--- config.mk ---
export PLATFORM = sky130hd
export DESIGN_NAME = inv_bist_16
export DESIGN_NICKNAME = d
export VERILOG_FILES = /design/src/rtl/inv_bist_16.sv
export SDC_FILE = /design/constraint.sdc
export NUM_CORES = 1
export LEC_CHECK = 0
export BUFFER_PORTS_ARGS = -buffer_cell sky130_fd_sc_hd__buf_2
export CAP_MARGIN = 20
export CORE_MARGIN = 10
export CORE_UTILIZATION = 49
export DETAILED_ROUTE_END_ITERATION = 16
export GPL_TIMING_DRIVEN = 0
export PLACE_DENSITY = 0.78
export SLEW_MARGIN = 30
export SYNTH_ARGS = -nofsm -noshare
export SYNTH_HDL_FRONTEND = slang
export SYNTH_SLANG_ARGS = --single-unit
--- constraint.sdc ---
create_clock -name clk -period 5.6 [get_ports clk]
set_clock_uncertainty 0.15 [all_clocks]
set_input_delay 0 -clock clk [delete_from_list [all_inputs] [get_ports clk]]
set_output_delay 0 -clock clk [all_outputs]
set_load 0.03 [all_outputs]
--- src/rtl/inv_bist_16.sv ---
// inv_bist_16 -- built-in self-test engine for a 16-bit combinational inverter bank.
//
// Drives a registered thermometer pattern on stim, waits SETTLE cycles, then checks
// that resp is the bitwise complement of stim. Reports pass/fail, the number of
// mismatching vectors and the index of the first failing vector.
//
// Optional feature: define INV_BIST_WALK_ZERO_EN to append a falling pass
// (0xFFFE, 0xFFFC, ..., 0x0000) after the rising pass.
//
// Ports:
//   clk        in   rising-edge clock
//   rst_n      in   asynchronous active-low reset
//   start      in   one-cycle launch request (ignored while busy)
//   stim       out  registered stimulus to the inverter input
//   resp       in   inverter output
//   busy       out  run in progress
//   done       out  run complete, held until the next start
//   pass       out  done with zero mismatches
//   err_count  out  number of mismatching vectors
//   first_fail out  index of the first mismatching vector, all-ones if none
module inv_bist_16 #(
  parameter int unsigned WIDTH  = 16,
  parameter int unsigned SETTLE = 1,
`ifdef INV_BIST_WALK_ZERO_EN
  localparam int unsigned NV    = 2 * WIDTH + 1,
`else
  localparam int unsigned NV    = WIDTH + 1,
`endif
  localparam int unsigned CW    = $clog2(NV + 1)
) (
  input  logic             clk,
  input  logic             rst_n,
  input  logic             start,
  output logic [WIDTH-1:0] stim,
  input  logic [WIDTH-1:0] resp,
  output logic             busy,
  output logic             done,
  output logic             pass,
  output logic [CW-1:0]    err_count,
  output logic [CW-1:0]    first_fail
);

  localparam int unsigned CNTW = (SETTLE > 1) ? $clog2(SETTLE) : 1;

  localparam logic [CNTW-1:0] CntInit = CNTW'(SETTLE - 1);
  localparam logic [CW-1:0]   LastK   = CW'(NV - 1);
  localparam logic [CW-1:0]   FfNone  = {CW{1'b1}};

  localparam logic [1:0] StIdle   = 2'd0;
  localparam logic [1:0] StSettle = 2'd1;
  localparam logic [1:0] StCheck  = 2'd2;
  localparam logic [1:0] StDone   = 2'd3;

  logic [1:0]       state_q, state_d;
  logic [CW-1:0]    k_q, k_d;
  logic [CNTW-1:0]  cnt_q, cnt_d;
  logic [WIDTH-1:0] stim_q, stim_d;
  logic             busy_q, busy_d;
  logic             done_q, done_d;
  logic             pass_q, pass_d;
  logic [CW-1:0]    err_q, err_d;
  logic [CW-1:0]    ff_q, ff_d;

  logic mismatch;
  logic fill;

  assign mismatch = (resp != ~stim_q);

  // Next vector is a left shift; the shifted-in bit is 1 on the rising pass and
  // 0 once the falling pass begins (k >= WIDTH).
`ifdef INV_BIST_WALK_ZERO_EN
  assign fill = (k_q < CW'(WIDTH));
`else
  assign fill = 1'b1;
`endif

  always_comb begin
    state_d = state_q;
    k_d     = k_q;
    cnt_d   = cnt_q;
    stim_d  = stim_q;
    busy_d  = busy_q;
    done_d  = done_q;
    pass_d  = pass_q;
    err_d   = err_q;
    ff_d    = ff_q;
    case (state_q)
      StIdle, StDone: begin
        if (start) begin
          state_d = StSettle;
          k_d     = '0;
          cnt_d   = CntInit;
          stim_d  = '0;
          busy_d  = 1'b1;
          done_d  = 1'b0;
          pass_d  = 1'b0;
          err_d   = '0;
          ff_d    = FfNone;
        end
      end
      StSettle: begin
        if (cnt_q != '0) begin
          cnt_d = cnt_q - CNTW'(1);
        end else begin
          state_d = StCheck;
        end
      end
      StCheck: begin
        if (mismatch) begin
          err_d = err_q + CW'(1);
          if (ff_q == FfNone) begin
            ff_d = k_q;
          end
        end
        if (k_q == LastK) begin
          state_d = StDone;
          busy_d  = 1'b0;
          done_d  = 1'b1;
          // Final verdict must include this cycle's compare result.
          pass_d  = (err_q == '0) && !mismatch;
        end else begin
          state_d = StSettle;
          k_d     = k_q + CW'(1);
          cnt_d   = CntInit;
          stim_d  = {stim_q[WIDTH-2:0], fill};
        end
      end
      default: state_d = StIdle;
    endcase
  end

  always_ff @(posedge clk or negedge rst_n) begin
    if (!rst_n) begin
      state_q <= StIdle;
      k_q     <= '0;
      cnt_q   <= '0;
      stim_q  <= '0;
      busy_q  <= 1'b0;
      done_q  <= 1'b0;
      pass_q  <= 1'b0;
      err_q   <= '0;
      ff_q    <= FfNone;
    end else begin
      state_q <= state_d;
      k_q     <= k_d;
      cnt_q   <= cnt_d;
      stim_q  <= stim_d;
      busy_q  <= busy_d;
      done_q  <= done_d;
      pass_q  <= pass_d;
      err_q   <= err_d;
      ff_q    <= ff_d;
    end
  end

  assign stim       = stim_q;
  assign busy       = busy_q;
  assign done       = done_q;
  assign pass       = pass_q;
  assign err_count  = err_q;
  assign first_fail = ff_q;

endmodule
==> metrics.md <==
| Metric | Value |
|---|---|
| Outcome | finished clean |
| Post-synthesis cell area | 1940 um2 |
| Max-slew violations | 0 |
| DRC Markers | 0 |
| Crit path DAT | about 2.3 ns |
| Routed vias | about 1.6k |
| Fraction of synthesized cell area taken by the top area cell type | about 40% |
| Psw | 0.000375 W |
| Row Count | 22 |
| Worst r2r path cells | 7 |
| Reg2reg start | state_q[0] |
| Place WS | 3.32 ns |
| Ys async rst share | 100% |
| Cell family with most CP delay | buffers and inverters |
| Crit-path max FO | 10 |
| Worst Slack Setup Final | 3.33 ns |
| Largest net degree at the start of global routing | 37 |
| Hold Buf Count CTS | 2 |
| Vias in the first global route | about 1.6k |
| Design Area, Final | 2340 um2 |
| Crit path capture type | flop |
| Lkg Pwr | 1.10 nW |
| Area of the multi-input gates | 961 um2 |
| Synth top cells by count | nand2_1 (44), dfrtp_1 (31), o21ai_0 (21) |
| WS Path Type | reg -> reg |
| Total track usage | 12.9% |
| Fin crit period | 2.27 ns |
| H-tree level count | 2 |
| Drt total wl | between 4000 and 5000 um |
| Post-synth EDFFs | 0 |
| Synth cell types | 34 |
| Initial DRC Count | 78 |
| Layout area overhead | 20.9% |
| CTS tree | built |
| Die span in x | just over 80 um |
| Clk_lat worst skew | 0.29 ns |
| Endpoints failing hold | 0 |
| Clock root buffer | clkbuf_8 |
| CP Capture Point | stim[6] |
| Most used DFF post-synth | dfrtp_1 |
| Syn Inst Count | about 200 |
| Sequential fraction of design power | between 30% and 40% |
| Diodes inserted | 0 |
| Worst Path Buf+Inv | 3 |
| Reg2Reg Setup Slack | between 3 and 4 ns |
| Max Cap Viol | 0 |
| Fin nets | 285 |
| Fmax | 440 MHz |
| GPL Wtd Cong | 0.763 |
| TritonRoute pass-1 iters | 4 |
| Syn_area_per_cell | around 9.6 um2 |
| CP max stage delay | 0.40 ns |
| Critical Path Slowest Stage Cell | dfrtp_1 |
| Yosys top cell by area | dfrtp_1 |
| Core area | ~3700 um2 |
| Post-CTS sizing | 0 |
| WL/cell | ~14 um |
| RSZ-0062 raised after global routing | no |
| Share of synthesized area occupied by flip-flops and latches | 46.8% |
| Crit start category | flop |
| Antenna violations before repair | 0 |
| TritonCTS Buffers | 5 |
| Final ANT Viol Nets | 0 |
| Synth area leaders | dfrtp_1 (40%), nand2_1 (8.5%), dfstp_2 (6.8%) |
| Register Area | 907 um2 |
| Final period util | 40.6% |
| Final Setup Violations | 0 |
| CTS clk-pin slew, worst paths | 0.07 ns |
| Most frequent cell after synthesis | nand2_1 |
| Slew @ Worst Pin | 0.773 ns |
| Power share of the combinational group | 43.1% |
| Clock power share | 21.0% |
| Initial Utilization | 51.8% |
| Remaining global-route overflow | 0 |
| Total power | about 0.00091 W |
| Hold Slack | 0.150 ns |
| Die height | 82.9 um |
| End of the worst register-to-register path | stim[6] |
| Placed Area | 2230 um2 |
| CTS sink cnt | 36 |
| Syn_nets | 229 |
| Fillcell total | 344 |
| First-pass GRT wire length | between 7000 and 8000 um |
| Number of synthesized register bits | 36 |
| Warnings, synthesis | 0 |
| P per Cell Area | 388 nW/um2 |
| Internal Pwr Total | 0.000533 W |
| Cell mode on critical path | clkbuf_1 |
| Bufs on Longest Clock Path | 2 |
| Vias per Instance | roughly 5.2 |
| Area of the die | 6870 um2 |
| Hold crit path type | in -> reg |
| Worst Path Required | 5.61 ns |
| Slew margin rel. | approximately half |
| Layout cells sized above 1 | 26.2% |
| Crit path from | state_q[0] |
| IO Pins | 48 |
| Sw frac | 41.3% |
| Post-CTS Setup Repair Bufs | 0 |
| Critical-path cell list | inv_1, ha_1, nor2b_1, a211o_1, clkbuf_1, clkbuf_1, o21ai_0 |
| Final HPWL DP | 3320 um |
| PortBufs | 47 |
| VDD IR-drop max | 0.159 mV |
| Final setup TNS | 0 ns |
| Stages on the worst setup path | 7 |
==> power groups by stage <==
stage | clock network, W | logic [W] | registers, W
2_1_floorplan | 0 | 0.000251 | 0.000368
3_5_place_dp | 0 | 0.000392 | 0.000332
5_1_grt | 0.000207 | 0.000439 | 0.000333
3_3_place_gp | 0 | 0.000384 | 0.000330
6_report | 0.000191 | 0.000391 | 0.000327
4_1_cts | 0.000196 | 0.000395 | 0.000327
==> registers in the layout, indices dropped and copies added, names as in the netlist <==
signal,flops
err_count,5
k_q,5
pass,1
done,1
busy,1
stim,16
first_fail,5
state_q,2
==> layer usage <==
layer | wire length (um) | share of wire, % | global-route usage (%) | up-vias
li1 | - | - | - | 798
met4 | 53 | 1.2 | 3.69 | 0
met2 | 1870 | 43 | 19.5 | 58
met1 | 2070 | 47 | 16.4 | 743
met3 | 390 | 8.9 | 5.47 | 5
met5 | 0 | 0 | 0 | -
==> worst reg2reg max path, delay by kind of cell (launching register included) <==
family                   cells  cell delay, ns
adder cells (fa/ha/maj)      1            0.32
AO/OA/AOI/OAI                2            0.30
flip-flops                   1            0.40
buffers and inverters        3            0.77
AND/OR/NAND/NOR              1            0.20
==> final cells by class <==
class,count,share of cell area (%)
clock buffer,8,3.84
multi-input combinational,148,41.0
inverter,12,1.92
buffer,7,1.12
timing repair buffer,49,10.9
tap,48,2.56
sequential,36,38.7
==> cell usage in the layout, fill, tap and decap left out, drive strengths merged <==
| master | netlist | final |
|---|---|---|
| a21oi | 3 | 3 |
| o211ai | 7 | 7 |
| clkbuf | 7 | 15 |
| ha | 7 | 7 |
| dlygate4sd3 | 0 | 2 |
| o22ai | 1 | 1 |
| nand4 | 2 | 2 |
| nand2 | 44 | 44 |
| nor2 | 4 | 4 |
| nand2b | 4 | 4 |
| o21ai | 23 | 23 |
| and3 | 1 | 1 |
| inv | 12 | 12 |
| nor3 | 6 | 6 |
| and3b | 1 | 1 |
| xnor2 | 15 | 15 |
| a21o | 2 | 2 |
| dfstp | 5 | 5 |
| buf | 0 | 47 |
| or3 | 1 | 1 |
| xor2 | 1 | 1 |
| nor4 | 4 | 4 |
| mux2 | 4 | 4 |
| nor2b | 3 | 3 |
| mux2i | 4 | 4 |
| o21a | 1 | 1 |
| a211o | 1 | 1 |
| a32o | 1 | 1 |
| dfrtp | 31 | 31 |
| nand3 | 7 | 7 |
| and2 | 1 | 1 |
==> how the worst min path moves through the flow <==
stage,startpoint,end,slack [ns],cells past startpoint
finish,resp[7],err_count[3],0.15,5
global route,resp[7],err_count[3],0.19,5
CTS,resp[7],err_count[3],0.14,5
detailed placement,rst_n,done,-0.02,1
global placement,rst_n,done,-0.02,1
floorplan,rst_n,busy,-0.45,0
==> per-stage QoR <==
step	cells	utilization [%]
after floorplan	203	-
after global routing	308	62.6
after global placement	298	59.7
final	308	62.6
after CTS	308	62.6
after detailed placement	298	59.7
==> logic make-up after synthesis <==
kind of cell | Yosys count | synth area share [%]
adders and majority gates | 7 | 4.52
AOI/OAI and AO/OA | 39 | 12.6
buffers and inverters | 19 | 3.68
muxes | 8 | 5.16
and+or+nand+nor | 78 | 20.0
DFF | 36 | 46.8
xor gates and xnor gates | 16 | 7.23
Note: power is estimated with default switching activity, not from simulation.
